$ cat config.mk
export PLATFORM = sky130hd
export DESIGN_NAME = demux_router_1x4
export DESIGN_NICKNAME = d
export VERILOG_FILES = /design/src/rtl/demux_pkg.sv /design/src/rtl/demux_out_slot.sv /design/src/rtl/demux_router_1x4.sv
export SDC_FILE = /design/constraint.sdc
export NUM_CORES = 1
export LEC_CHECK = 0
export ABC_AREA = 1
export BUFFER_PORTS_ARGS = -buffer_cell sky130_fd_sc_hd__buf_2
export CAP_MARGIN = 30
export CORE_MARGIN = 2
export CORE_UTILIZATION = 49
export DETAILED_ROUTE_END_ITERATION = 6
export GPL_ROUTABILITY_DRIVEN = 0
export PLACE_DENSITY = 0.77
export SLEW_MARGIN = 15
export SYNTH_ARGS = -nofsm -noshare
export SYNTH_HDL_FRONTEND = slang
export SYNTH_HIERARCHICAL = 1
export SYNTH_SLANG_ARGS = --single-unit
$ cat constraint.sdc
create_clock -name clk -period 2.1 [get_ports clk]
set_input_delay 0.21 -clock clk [delete_from_list [all_inputs] [get_ports clk]]
set_output_delay 0.21 -clock clk [all_outputs]
set_load 0.1 [all_outputs]
$ cat src/rtl/demux_pkg.sv
// Shared types and sizes for the 1x4 flow-controlled stream router.
package demux_pkg;

    localparam int NUM_OUT = 4;
    localparam int SEL_W   = 2;

    typedef logic [SEL_W-1:0] sel_t;

    typedef enum logic {
        IDLE,
        LOCKED
    } rtr_state_t;

endpackage

$ cat src/rtl/demux_out_slot.sv
// One-deep valid/ready holding register for a single router output channel.
module demux_out_slot #(
    parameter int DW = 8
) (
    input  logic          clk,
    input  logic          rst,
    input  logic          fill,
    input  logic [DW-1:0] fill_data,
    input  logic          fill_last,
    input  logic          ready,
    output logic          valid,
    output logic [DW-1:0] data,
    output logic          last
);

    // NOTE: state registers use non-blocking assignments so every flop samples
    // pre-edge values; blocking here would create ordering-dependent races.
    always_ff @(posedge clk) begin
        if (rst) begin
            valid <= 1'b0;
            data  <= '0;
            last  <= 1'b0;
        end else if (fill) begin
            // A fill in the same cycle as a drain wins, so valid stays high.
            valid <= 1'b1;
            data  <= fill_data;
            last  <= fill_last;
        end else if (valid && ready) begin
            valid <= 1'b0;
        end
    end

endmodule

$ cat src/rtl/demux_router_1x4.sv
// Registered 1-to-4 valid/ready stream router with per-packet destination lock.
// Optional per-channel delivered-beat counters are built when DEMUX_STATS_EN is defined.
module demux_router_1x4
    import demux_pkg::*;
#(
    parameter int DW = 8
`ifdef DEMUX_STATS_EN
    ,
    parameter int CNT_W = 16
`endif
) (
    input  logic                  clk,
    input  logic                  rst,
    input  logic                  i_valid,
    output logic                  i_ready,
    input  logic [DW-1:0]         i_data,
    input  logic                  i_last,
    input  logic                  s1,
    input  logic                  s0,
    output logic [NUM_OUT-1:0]    y_valid,
    input  logic [NUM_OUT-1:0]    y_ready,
    output logic [NUM_OUT*DW-1:0] y_data,
    output logic [NUM_OUT-1:0]    y_last
`ifdef DEMUX_STATS_EN
    ,
    output logic [NUM_OUT*CNT_W-1:0] y_count
`endif
);

    rtr_state_t          state, state_next;
    sel_t                dest, sel, tgt;
    logic                accept;
    logic [NUM_OUT-1:0]  fill;

    assign sel = {s1, s0};
    // The live select only matters on the first beat; afterwards the locked dest steers.
    assign tgt = (state == IDLE) ? sel : dest;

    assign i_ready = !rst && (!y_valid[tgt] || y_ready[tgt]);
    assign accept  = i_valid && i_ready;

    // NOTE: every signal written in always_comb gets a default first, otherwise
    // paths that skip the assignment infer a latch.
    always_comb begin
        fill      = '0;
        fill[tgt] = accept;
    end

    always_ff @(posedge clk) begin
        if (rst) begin
            state <= IDLE;
            dest  <= '0;
        end else begin
            state <= state_next;
            if (accept && state == IDLE) begin
                dest <= sel;
            end
        end
    end

    always_comb begin
        state_next = state;
        case (state)
            IDLE:    if (accept && !i_last) state_next = LOCKED;
            LOCKED:  if (accept && i_last)  state_next = IDLE;
            default: state_next = IDLE;
        endcase
    end

    for (genvar n = 0; n < NUM_OUT; n++) begin : g_slot
        demux_out_slot #(.DW(DW)) u_slot (
            .clk       (clk),
            .rst       (rst),
            .fill      (fill[n]),
            .fill_data (i_data),
            .fill_last (i_last),
            .ready     (y_ready[n]),
            .valid     (y_valid[n]),
            .data      (y_data[n*DW +: DW]),
            .last      (y_last[n])
        );
    end

`ifdef DEMUX_STATS_EN
    for (genvar n = 0; n < NUM_OUT; n++) begin : g_cnt
        logic [CNT_W-1:0] cnt;

        // Saturating: the counter sticks at all-ones instead of wrapping.
        always_ff @(posedge clk) begin
            if (rst) begin
                cnt <= '0;
            end else if (y_valid[n] && y_ready[n] && cnt != {CNT_W{1'b1}}) begin
                cnt <= cnt + 1'b1;
            end
        end

        assign y_count[n*CNT_W +: CNT_W] = cnt;
    end
`endif

endmodule

# Word level (Yosys, flattened, before mapping)
# Index checks and enable logic that the tools add are counted.
# classes
n_mux	18
bitwise	2
reduce_logical	18
order_cmp	2
# ops
cell	n
2-to-1 mux 1 bit	13
logical AND 1 bit	10
nonzero test 2 bit	4
bitwise AND 4 bit	1
binary-select mux 1 bit (select 2 bit)	2
logical NOT 1 bit	3
less-than comparator 2 x 3 -> 1 bit (second input constant)	1
demux 1 bit (select 2 bit)	1
>= comparator 2 x 1 -> 1 bit (second input constant)	1
2-to-1 mux 2 bit	1
case mux 1 bit (2 select lines)	1
logical OR 1 bit	1
NOT 1 bit	1
# totals
input_bits	18
elab_cells	54
output_inout_bits	41
register_bits	43

# Depth between registers and ports, before layout
# depth
word_depth	10
mapped_depth	14
depth_no_buf	13

# By module
# The synthesis kept the hierarchy.
# modules_own_cells
mod	area_each_um2	cells_each	seq_area_each_um2	n_inst
demux_out_slot	352.8	43	200.2	4
demux_router_1x4	351.6	56	60.1	1

# Worst setup path before layout
# OpenSTA, ideal clock, no wires.
# synth_timing
kind	register to register
from	reg g_slot[1].u_slot.valid
to	reg with a tool-made name
required_time_ps	1984
path_slack_ps	-198
t_arrival_ps	2183
stages_incl_launch_ff	8
period_less_slack_ps	2298
path_cell_list	dfxtp_1 > nand2_1 > nand2_1 > nand2_1 > nand2_2 > a21oi_2 > nand3_1 > and3_1
# synth_rtl
item	line	source
start, declared	demux_out_slot.sv:11	output logic valid,
start signal, assigned	demux_out_slot.sv:20	valid <= 1'b0;
start signal, assigned	demux_out_slot.sv:25	valid <= 1'b1;
start signal, assigned	demux_out_slot.sv:29	valid <= 1'b0;

==> impl_metrics.toml <==
[run_status]
outcome = "completed"

[die]
die-area_um2 = 4090
fp.coreArea_um2 = 3390
initial_utilization_pct = 52.0
rows = 21
dieHeight_um = 64.0
ios = 59
die_x_um = 64.0

[synthesis]
synth_cell_types = 18
syn_inst = 228
synth_flop_cell = "dfxtp_1"
avgSynthCellArea_um2 = 7.73
yosysWarnings = 6
synth_area_um2 = 1760
synth_edf_count = 0
ys_ff_latch = 43
synthesis.nets = 246
yosysSeqAreaShare_pct = 48.8
async_flop_share_pct = 0

[timing]
holdWs_ns = 0.108
max_slew_margin_pct = 67.5
hold_viol = 0
finalCriticalPeriod_ns = 1.90
max_slew.worst_pin.slew_ns = 0.491
setup_viol = 0
finalSetupTns_ns = 0
max_freq_ghz = 0.527
slew_viol_final = 0
grt_setup_unrepaired = "no"
finClkSkew_ns = 0.00907
period_share_pct = 90.3

[critical_path]
crit_chain = "inv_2 > nand2_1 > nand2_2 > nand3_1 > nand2_1 > nor2_4 > a21oi_4 > buf_6"
worstPathArrival_ns = 1.69
critPathMostFrequentCell = "nand2_1"
cp_slowest_stage_delay_ns = 0.36
reg2reg_slack_ns = 0.24
crit_type = "register to primary output"
cp_max_fo = 6
critPathCaptureType = "primary output"
cp_num_buf_inv = 2
path_delay_family = "simple AND/OR/NAND/NOR gates"
required_ns = 1.89
critPathLaunchType = "register"
critPathSlowestCell = "dfxtp_2"

[clock_tree]
hold_buffers = 0
htreeDepth = 2
numCtsBuffers = 5
clk-insertion-delay-late_ns = 0.36
cts_setup_buffers = 0
clk_pin_slew_ns = 0.13
clock_path_buffers = 2
cts_tree = "yes"
clock_sinks = 43
cts_root_buf = "clkbuf_4"

[cells_and_area]
post-route-util_pct = 65.1
diodes = 0
syn_to_final_growth_pct = 25.1
n_fill_cell = 317
nNetsFinal = 311
final_layout_size_suffix_gt1_share_pct = 32.7

[drt]
ant_nets = 0
wl_per_cell_um = 12.7
route.vias.total = 1677
vias_per_cell = 4.93
drt_iter0_drc = 145
drc = 0
wirelength_mm = 4.32
dr.pass1.iters = 4

[power]
irDropWorstVdd_mv = 0.543
power_density_nw_per_um2 = 886
leakage_nw = 1.17

[grt]
grt_max_degree = 15
grt_pass1_vias = 1575
grt_pass1_wl_mm = 7.31
grt_antenna_before_repair = 0
track_usage_pct = 23.3
grt_overflow = 0

[placement]
dp_hpwl_mm = 3.12
port-buffer-count = 58

[run]
drv_cap = 0

[hold_path]
hold_class = "primary input to register"
-- layout by cell type (no fill, tap or decap), drive strengths merged --
cell type / instances
bufinv: 1
o21ai: 36
nand4: 1
and3: 1
buf: 62
nand2: 32
nor3: 4
nand3: 6
clkbuf: 6
inv: 20
a21oi: 5
dfxtp: 43
nor2: 76
o21bai: 1
-- logic make-up (layout without fill, tap and decap cells) --
kind of cell,after synthesis,after routing,synth area share [%]
AOI/OAI and AO/OA,42,42,13.1
buffers and inverters,23,89,7.74
DFF,43,43,48.8
and+or+nand+nor,120,120,30.3
-- power by group --
part	switching (mW)	internal [mW]
registers	0.0224	0.858
logic	0.418	0.0879
clock network	0.281	0.288
total	0.721	1.23
-- sequential cells by signal (all words and copies together) (netlist names), named ones only --
name                 flops
g_slot.u_slot/data      32
g_slot.u_slot/valid      4
dest                     2
g_slot.u_slot/last       4
-- metrics by stage --
stage               cells  area, um2  power, mW  worst slack, ns
finish                340       2210       1.95            0.204
CTS                   340       2200       1.96            0.109
floorplan             228       1770       1.30            0.106
global route          340       2210       2.04           0.0185
global placement      332       2100       1.40            0.309
detailed placement    332       2100       1.40            0.195
-- synth_stat cells (3+ instances only) --
library cell	count	area share (%)
a21oi_2	5	2.5
nor3_1	4	1.1
buf_6	4	2.6
o21ai_0	36	10
nand2_4	3	1.9
nand3_2	3	1.7
nand2_2	6	2.1
dfxtp_1	43	49
nand3_1	3	0.85
inv_1	14	3.0
inv_6	4	2.0
nand2_1	23	4.9
nor2_1	75	16
-- final cells by class --
type	count	area, um2	area share (%)
clock buffers	6	51.3	2.33
clock inverters	2	38.8	1.76
inverters	19	91.3	4.14
multi-input cells	162	778	35.3
flip-flops and latches	43	862	39.1
well taps	46	57.6	2.61
repair buffers	62	327	14.8
-- tightest hold or removal path, cell delays in order --
cell,delay (ns)
buf_2,0.09
inv_1,0.03
nand2_1,0.06
a21oi_2,0.04
-- final timing paths --
kind,cells past startpoint,from,to
worst min register to register,2,g_slot[0].u_slot/valid,g_slot[0].u_slot/valid
worst max-delay path,8,register,i_ready
worst max register to register,13,register,g_slot[2].u_slot/data[7]
worst min-delay path,4,y_ready[0],g_slot[0].u_slot/valid
-- what timing repair did --
action	in CTS	in global routing
pin swaps	0	0
setup endpoints to repair	1	10
hold endpoints to repair	0	0
gates resized for setup	1	3
-- routing by layer --
metal	vias to the layer above	GRT usage [%]	wire length [um]
met5	-	0	0
met4	0	8.70	71
met3	7	6.16	244
met2	55	36.5	1940
met1	761	30.6	2070
li1	854	-	-
Power figures use the tool's default switching activity.
